[config.mk]
export PLATFORM = sky130hd
export DESIGN_NAME = otter_dmem_arbiter
export DESIGN_NICKNAME = d
export VERILOG_FILES = /design/src/rtl/otter_arb_pkg.sv /design/src/rtl/otter_sat_counter.sv /design/src/rtl/otter_dmem_arbiter.sv
export SDC_FILE = /design/constraint.sdc
export NUM_CORES = 1
export LEC_CHECK = 0
export CAP_MARGIN = 10
export CORE_AREA = 2 2 132 134
export CTS_CLUSTER_DIAMETER = 40
export DETAILED_ROUTE_END_ITERATION = 10
export DIE_AREA = 0 0 134 136
export GPL_TIMING_DRIVEN = 1
export SLEW_MARGIN = 20
export SYNTH_ARGS = -nofsm -noshare
export SYNTH_HDL_FRONTEND = slang
export SYNTH_SLANG_ARGS = --single-unit
export TNS_END_PERCENT = 1
[constraint.sdc]
create_clock -name CLK -period 3.6 [get_ports CLK]
set_input_delay 0.54 -clock CLK [delete_from_list [all_inputs] [get_ports CLK]]
set_output_delay 0.54 -clock CLK [all_outputs]
set_load 0.05 [all_outputs]
[src/rtl/otter_arb_pkg.sv]
// Shared types for the OTTER data-memory port arbiter: FSM states, requester
// identifiers and memory access size encodings.
package otter_arb_pkg;

  typedef enum logic [1:0] {
    IDLE      = 2'd0,
    DMA_BURST = 2'd1,
    CPU_SLOT  = 2'd2
  } arb_state_t;

  typedef enum logic {
    REQ_CPU = 1'b0,
    REQ_DMA = 1'b1
  } req_id_t;

  localparam logic [1:0] SZ_BYTE = 2'd0;
  localparam logic [1:0] SZ_HALF = 2'd1;
  localparam logic [1:0] SZ_WORD = 2'd2;

endpackage

[src/rtl/otter_sat_counter.sv]
// Saturating up-counter with synchronous clear; clear takes priority over
// increment.
module otter_sat_counter #(
  parameter int WIDTH = 32
) (
  input  logic             clk,
  input  logic             inc,
  input  logic             clr,
  output logic [WIDTH-1:0] count
);

  always_ff @(posedge clk) begin
    if (clr) begin
      count <= '0;
    end else if (inc && (count != {WIDTH{1'b1}})) begin
      count <= count + WIDTH'(1);
    end
  end

endmodule

[src/rtl/otter_dmem_arbiter.sv]
// Arbiter sharing OTTER memory port 2 between the CPU and a DMA/debug master.
// Define DMEM_ARB_PERF_EN to enable the CPU stall counter on PERF_STALL_CNT.
module otter_dmem_arbiter #(
  parameter int MAX_BURST = 4,
  parameter int CNT_W     = $clog2(MAX_BURST + 1)
) (
  input  logic        CLK,
  input  logic        RST,
  input  logic        CPU_REQ,
  input  logic [31:0] CPU_ADDR,
  input  logic [31:0] CPU_WDATA,
  input  logic        CPU_WE,
  input  logic [1:0]  CPU_SIZE,
  input  logic        CPU_SIGN,
  output logic        CPU_GNT,
  output logic [31:0] CPU_RDATA,
  output logic        CPU_RVALID,
  input  logic        DMA_REQ,
  input  logic [31:0] DMA_ADDR,
  input  logic [31:0] DMA_WDATA,
  input  logic        DMA_WE,
  input  logic [1:0]  DMA_SIZE,
  input  logic        DMA_SIGN,
  input  logic        DMA_LAST,
  output logic        DMA_GNT,
  output logic [31:0] DMA_RDATA,
  output logic        DMA_RVALID,
  output logic [31:0] MEM_ADDR2,
  output logic [31:0] MEM_DIN2,
  output logic        MEM_WRITE2,
  output logic        MEM_READ2,
  output logic [1:0]  MEM_SIZE,
  output logic        MEM_SIGN,
  input  logic [31:0] MEM_DOUT2,
  output logic [31:0] PERF_STALL_CNT
);

  import otter_arb_pkg::*;

  localparam logic [CNT_W-1:0] CNT_MAX = CNT_W'(MAX_BURST);

  arb_state_t       state;
  arb_state_t       state_nxt;
  logic [CNT_W-1:0] beat_cnt;
  logic [CNT_W-1:0] cnt_nxt;
  logic [CNT_W-1:0] eff_cnt;
  logic             gnt_cpu;
  logic             gnt_dma;
  logic             rd_pending;
  req_id_t          rd_owner;
  logic             rsp_live;

  // Stage p0: arbitration and burst accounting (combinational grant)
  always_comb begin
    gnt_cpu   = 1'b0;
    gnt_dma   = 1'b0;
    state_nxt = state;
    cnt_nxt   = beat_cnt;
    // A CPU_SLOT cycle without a CPU request behaves as a fresh burst position.
    eff_cnt   = (state == CPU_SLOT) ? '0 : beat_cnt;
    if (!RST) begin
      case (state)
        IDLE: begin
          if (CPU_REQ) begin
            gnt_cpu = 1'b1;
          end else if (DMA_REQ) begin
            gnt_dma   = 1'b1;
            state_nxt = DMA_LAST ? IDLE : DMA_BURST;
            cnt_nxt   = DMA_LAST ? '0 : CNT_W'(1);
          end
        end
        DMA_BURST, CPU_SLOT: begin
          if ((state == CPU_SLOT) && CPU_REQ) begin
            gnt_cpu   = 1'b1;
            state_nxt = DMA_BURST;
            cnt_nxt   = '0;
          end else begin
            state_nxt = DMA_BURST;
            cnt_nxt   = eff_cnt;
            if (CPU_REQ && (eff_cnt == CNT_MAX)) begin
              gnt_cpu   = 1'b1;
              state_nxt = CPU_SLOT;
              cnt_nxt   = '0;
            end else if (DMA_REQ) begin
              gnt_dma = 1'b1;
              if (DMA_LAST) begin
                state_nxt = IDLE;
                cnt_nxt   = '0;
              end else begin
                cnt_nxt = (eff_cnt == CNT_MAX) ? CNT_MAX : eff_cnt + CNT_W'(1);
              end
            end else if (CPU_REQ) begin
              gnt_cpu = 1'b1;
            end
          end
        end
        default: begin
          state_nxt = IDLE;
          cnt_nxt   = '0;
        end
      endcase
    end
  end

  always_ff @(posedge CLK) begin
    if (RST) begin
      state    <= IDLE;
      beat_cnt <= '0;
    end else begin
      state    <= state_nxt;
      beat_cnt <= cnt_nxt;
    end
  end

  assign CPU_GNT = gnt_cpu;
  assign DMA_GNT = gnt_dma;

  always_comb begin
    MEM_ADDR2  = '0;
    MEM_DIN2   = '0;
    MEM_WRITE2 = 1'b0;
    MEM_READ2  = 1'b0;
    MEM_SIZE   = '0;
    MEM_SIGN   = 1'b0;
    if (gnt_cpu) begin
      MEM_ADDR2  = CPU_ADDR;
      MEM_DIN2   = CPU_WDATA;
      MEM_WRITE2 = CPU_WE;
      MEM_READ2  = ~CPU_WE;
      MEM_SIZE   = CPU_SIZE;
      MEM_SIGN   = CPU_SIGN;
    end else if (gnt_dma) begin
      MEM_ADDR2  = DMA_ADDR;
      MEM_DIN2   = DMA_WDATA;
      MEM_WRITE2 = DMA_WE;
      MEM_READ2  = ~DMA_WE;
      MEM_SIZE   = DMA_SIZE;
      MEM_SIGN   = DMA_SIGN;
    end
  end

  // Stage p1: read-response tag, one cycle after the granted read
  always_ff @(posedge CLK) begin
    if (RST) begin
      rd_pending <= 1'b0;
    end else begin
      rd_pending <= MEM_READ2;
    end
  end

  always_ff @(posedge CLK) begin
    if (MEM_READ2) begin
      rd_owner <= gnt_dma ? REQ_DMA : REQ_CPU;
    end
  end

  // A response still in flight when reset arrives is dropped, not delivered.
  assign rsp_live   = rd_pending & ~RST;
  assign CPU_RVALID = rsp_live & (rd_owner == REQ_CPU);
  assign DMA_RVALID = rsp_live & (rd_owner == REQ_DMA);
  assign CPU_RDATA  = CPU_RVALID ? MEM_DOUT2 : '0;
  assign DMA_RDATA  = DMA_RVALID ? MEM_DOUT2 : '0;

`ifdef DMEM_ARB_PERF_EN
  logic cpu_stall;
  assign cpu_stall = CPU_REQ & ~gnt_cpu;

  otter_sat_counter #(
    .WIDTH (32)
  ) u_stall_cnt (
    .clk   (CLK),
    .inc   (cpu_stall),
    .clr   (RST),
    .count (PERF_STALL_CNT)
  );
`else
  assign PERF_STALL_CNT = '0;
`endif

endmodule

# [Yosys cells after proc, flatten, opt, wreduce, memory -nomap -nowiden]
# Cells that the tools add are included.
[totals] out_inout_bits=169 word_cells=66 regBits=7 in_bits=173
[classes] n_eq_ne=5 reduce_logical=5 bitwise=7 muxes=44 add_sub_neg=1
[ops] operator="32-bit two-way mux" n=6
[ops] operator="3-bit two-way mux" n=8
[ops] operator="1-bit two-way mux" n=20
[ops] operator="2-bit two-way mux" n=6
[ops] operator="3-bit one-hot mux with 2 select lines" n=1
[ops] operator="2-bit != test, second input constant" n=2
[ops] operator="1-bit NOT" n=4
[ops] operator="1-bit one-hot mux with 2 select lines" n=2
[ops] operator="2-bit one-hot mux with 2 select lines" n=1
[ops] operator="3-bit by 1-bit adder with 3-bit output, second input constant" n=1
[ops] operator="1-bit AND" n=3
[ops] operator="3-bit == test, second input constant" n=1
[ops] operator="2-bit by 1-bit == test with 1-bit output, second input constant" n=1
[ops] operator="2-bit == test, second input constant" n=1
[ops] operator="1-bit logical AND" n=2
[ops] operator="2-bit logical NOT" n=1
[ops] operator="2-bit AND reduction" n=1
[ops] operator="2-bit OR reduction" n=1

# [Longest topological paths before layout]
[depth] depth_word=10 mapped_depth=10

# [Worst setup path after synthesis]
# OpenSTA, ideal clock, no wires.
[synth_path] kind="register -> output" startpoint="reg state[0]" endpoint="out MEM_READ2" stages_incl_launch_ff=9 t_required_ns=3.060 arrival_ns=2.901 n_path_buf=1 path_slack_ns=0.159 path_cell_list="dfxtp_1 > inv_1 > ha_1 > nand2b_1 > ha_1 > a21oi_4 > a311oi_4 > buf_6 > mux2i_1"
[synth_between] word_cells_on_any_way=18
[synth_rtl] element="start, declared" line="otter_dmem_arbiter.sv:42" source="arb_state_t state;"
[synth_rtl] element="start signal, assigned" line="otter_dmem_arbiter.sv:110" source="state <= state_nxt;"
[synth_rtl] element="2-bit == test" line="otter_dmem_arbiter.sv:60, otter_dmem_arbiter.sv:62, otter_dmem_arbiter.sv:73"
[synth_rtl] element="3-bit two-way mux" line="otter_dmem_arbiter.sv:60" source="eff_cnt = (state == CPU_SLOT) ? '0 : beat_cnt;"
[synth_rtl] element="3-bit == test" line="otter_dmem_arbiter.sv:80" source="if (CPU_REQ && (eff_cnt == CNT_MAX)) begin"
[synth_rtl] element="1-bit logical AND" line="otter_dmem_arbiter.sv:80"
[synth_rtl] element="1-bit two-way mux" line="otter_dmem_arbiter.sv:80"
[synth_rtl] element="1-bit two-way mux" line="otter_dmem_arbiter.sv:73" source="if ((state == CPU_SLOT) && CPU_REQ) begin"
[synth_rtl] element="1-bit one-hot mux with 2 select lines *" line="otter_dmem_arbiter.sv:62" source="case (state)"
[synth_rtl] element="1-bit two-way mux *" line="otter_dmem_arbiter.sv:61" source="if (!RST) begin"
[synth_rtl] element="via CPU_GNT" line="otter_dmem_arbiter.sv:15" source="output logic CPU_GNT,"
[synth_rtl] element="1-bit two-way mux *" line="otter_dmem_arbiter.sv:125" source="if (gnt_cpu) begin"
[synth_rtl] element="end, declared" line="otter_dmem_arbiter.sv:31" source="output logic MEM_READ2,"
# Mark *: on every way through the listed nets, which the timed path passes. The rest lies on a longest branch.

# [Worst setup path after layout]
[layout_path] startpoint="reg state[0]" endpoint="out MEM_SIGN"
[layout_between] elab_chain_cells=10 word_cells_on_any_way=18
[layout_lines] element="2-bit == test" line="otter_dmem_arbiter.sv:60, otter_dmem_arbiter.sv:62, otter_dmem_arbiter.sv:73"
[layout_lines] element="3-bit two-way mux" line="otter_dmem_arbiter.sv:60"
[layout_lines] element="3-bit == test" line="otter_dmem_arbiter.sv:80"
[layout_lines] element="1-bit logical AND" line="otter_dmem_arbiter.sv:80"
[layout_lines] element="1-bit two-way mux" line="otter_dmem_arbiter.sv:80"
[layout_lines] element="1-bit two-way mux" line="otter_dmem_arbiter.sv:73"
[layout_lines] element="1-bit one-hot mux with 2 select lines" line="otter_dmem_arbiter.sv:62"
[layout_lines] element="1-bit two-way mux" line="otter_dmem_arbiter.sv:61"
[layout_lines] element="1-bit two-way mux" line="otter_dmem_arbiter.sv:132" source="end else if (gnt_dma) begin"
[layout_lines] element="1-bit two-way mux *" line="otter_dmem_arbiter.sv:125"
[layout_lines] element="end, declared" line="otter_dmem_arbiter.sv:33" source="output logic MEM_SIGN,"
# Every way passes the cells marked *; elsewhere a longest branch is shown, timed or not.

==> reports/results.txt <==
outcome: complete, no violations
Commonest cells post-synth: a22o_1 (69), and2_1 (64), buf_4 (33), clkbuf_1 (10), buf_6 (8)
# port buffers: 309
Worst Path Buf+Inv: 4
Final Hold Vio Count: 0
synthesized-area fraction occupied by adder cells: 3.086%
total die area: 18,220 um^2
RSZ-0062 raised after global routing: false
sw frac: 45.29%
Worst Hold Class: reg -> reg
Pwr Density: 228.0 nW/um^2
compound-gate portion of the synthesized area: 38.27%
Worst Tran Pin Value: 0.5056 ns
largest net degree at the start of global routing: 69
CP arrival: 2.86 ns
Top Family by Delay on Critical Path: buffers and inverters
total gr overflow: 0
Psw: 0.6132 mW
Setup TNS Final: 0 ns
Yosys cell types: 42
vias in the first global route: 2,960
GPL Wtd Cong: 0.7879
clock buffer depth: 2
number of diodes: 0
skew final: 0.001193 ns
number of synthesis warnings: 0
Worst setup EP type: output port
CP Max Fanout: 42
Inst Count DP: 777
CP Class: reg -> out
Reg power frac: 6.4%
min setup slack post-route: 0.1976 ns
Multi-input gate area: 1589 um^2
post-route ant nets: 0
Tot GR Track Use: 11.91%
fraction of registers with async set/reset: 0%
post-synth top area cell: a22o_1
I/O Pins: 342
Post-Layout Cell Count: 784
layout cells sized above 1: 27.73%
max-cap violation count: 0
Via-to-Cell Ratio: 3.978
proportion of netlist area held by the largest area contributor: 29.81%
Internal: 0.7408 mW
Starting Density: 12.01%
Place WS: 0.3001 ns
Slowest cell on crit path: a311oi_4
Worst-Skew Late Latency: 0.23 ns
slowest stage delay, CP: 0.36 ns
Logic pwr share: 79.6%
startpoint types: flop
Simple-Gate Fraction of Synth Area: 28.77%
Clk pwr share: 14.1%
Vias: 3,119
Relative slew margins: 66.19%
Remaining DRCs: 0
critical path required time: 3.06 ns
Power Total: 1.354 mW
endpoints failing setup: 0
CTS Sinks: 7
CTS tree: yes
Seq/Total Area, Yosys: 7.407%
fillcell total: 1,617
Area growth, synth to finish: 193.0%
global-route wire length before repair: 16,880 um
post-synthesis mux area share: 1.481%
critical path, cell by cell: inv_1 -> ha_2 -> nand2b_1 -> ha_1 -> a21oi_4 -> a311oi_4 -> buf_12 -> buf_4 -> a22o_1 -> buf_12
core area: 16,880 um^2
cell row count: 48
crit path time final: 3.402 ns
first drt pass iteration count: 4
Post-Synthesis Cell Area: 2027 um^2
Synth Area per Inst: 7.949 um^2
largest family of logic cells by synthesized area: compound AO/OA/AOI/OAI gates
Post-synth EDFFs: 1
synth top area cells: a22o_1 (30%), and2_1 (20%), buf_4 (12%)
Static Leak: 2.530 nW
initial antenna violation count: 0
most numerous cell on the critical path: buf_12
period utilization: 94.51%
clock slew at reported path FFs: 0.04 ns
Detailed Route Iter0 Violations: 95
final wirelength: 12,690 um
ys flop type: dfxtp_1
Die Wd: 134 um
register area: 150.1 um^2
most frequent cell after synthesis: a22o_1
XOR/XNOR Fraction of Synth Area: 0%
Clock Root Buffer: clkbuf_16
Cells after Synth: 255
total CTS buffers: 3
drt wl/cell: 16.19 um
Final Instance Area: 5938 um^2
H-tree depth: 1
Slew Viols, Final: 0
worst vdd ir: 111.0 uV
Die Height: 136 um
dpl hpwl: 10,850 um
Placed Area: 5816 um^2
fmax: 0.2939 GHz
fin nets: 738
Synth Register Bits: 7
-- metal layers --
| layer | GRT usage, % | up-vias | part of all wire, % |
|---|---|---|---|
| li1 | - | 1478 | - |
| met3 | 2.573 | 7 | 9.6 |
| met2 | 23.82 | 238 | 55 |
| met4 | 2.364 | 0 | 0.76 |
| met5 | 0 | - | 0 |
| met1 | 12.74 | 1396 | 35 |
-- cell families (layout without fill, tap and decap cells) --
family,after synthesis,after routing
other,1,32
and+or+nand+nor,93,93
buffers and inverters,60,333
AOI/OAI and AO/OA,86,86
muxes,3,3
DFF,7,7
adders and majority gates,5,5
-- worst register-to-register path: cells and delay by family (launching register included) --
family,cells,cell delay (ns)
compound gates,2,0.48
fa+ha+maj,2,0.60
buf+inv,2,0.34
flops,1,0.33
mux,1,0.39
simple gates,1,0.19
-- registers in the layout, summed over array words and instances (netlist names) --
signal and cells:
beat_cnt 3, state 2, rd_pending 1, rd_owner 1
-- cell usage in the layout, fill, tap and decap left out, types with 3 or more instances in the layout --
master	n
and2_1	64
mux2i_1	3
buf_12	73
ha_1	4
dfxtp_1	6
conb_1	32
nor2_1	6
nand2b_1	5
clkdlybuf4s50_1	181
clkbuf_16	4
buf_4	65
a22o_1	69
inv_1	7
-- repair_timing --
action	4_1_cts	5_1_grt
hold buffers	0	0
resized for setup	0	4
setup buffers	0	1
endpoints found under the setup margin	0	68
-- power groups by stage --
stage               Clock, mW  Sequential, mW  Combinational (mW)
detailed placement          0          0.0876                1.07
floorplan                   0          0.0864               0.536
global route            0.199          0.0867                1.11
global placement            0          0.0870                1.07
finish                  0.190          0.0864                1.08
CTS                     0.193          0.0865                1.08
-- stage by stage --
| step | utilization (%) | hold WS (ns) |
|---|---|---|
| after floorplan | - | 0.4503 |
| after global placement | 34.46 | 0.4782 |
| after detailed placement | 34.46 | 0.4765 |
| after CTS | 34.93 | 0.4848 |
| after global routing | 35.19 | 0.5151 |
| final | 35.19 | 0.4897 |
-- area by class of cell --
type	count	share of cell area (%)
sequential	7	2.528
clock buffer	4	1.327
tap	225	4.741
multi-input combinational	219	26.76
timing repair buffer	322	64.20
inverter	7	0.4425
-- final timing paths --
path	cells past startpoint	slack [ns]	startpoint	endpoint
hold / removal	1	0.49	beat_cnt[1]	beat_cnt[1]
setup reg to reg	8	0.93	state[0]	rd_owner
setup / recovery	10	0.20	state[0]	MEM_SIGN
hold reg to reg	1	0.49	beat_cnt[1]	beat_cnt[1]
No activity file was read; power rests on OpenSTA's default activity.
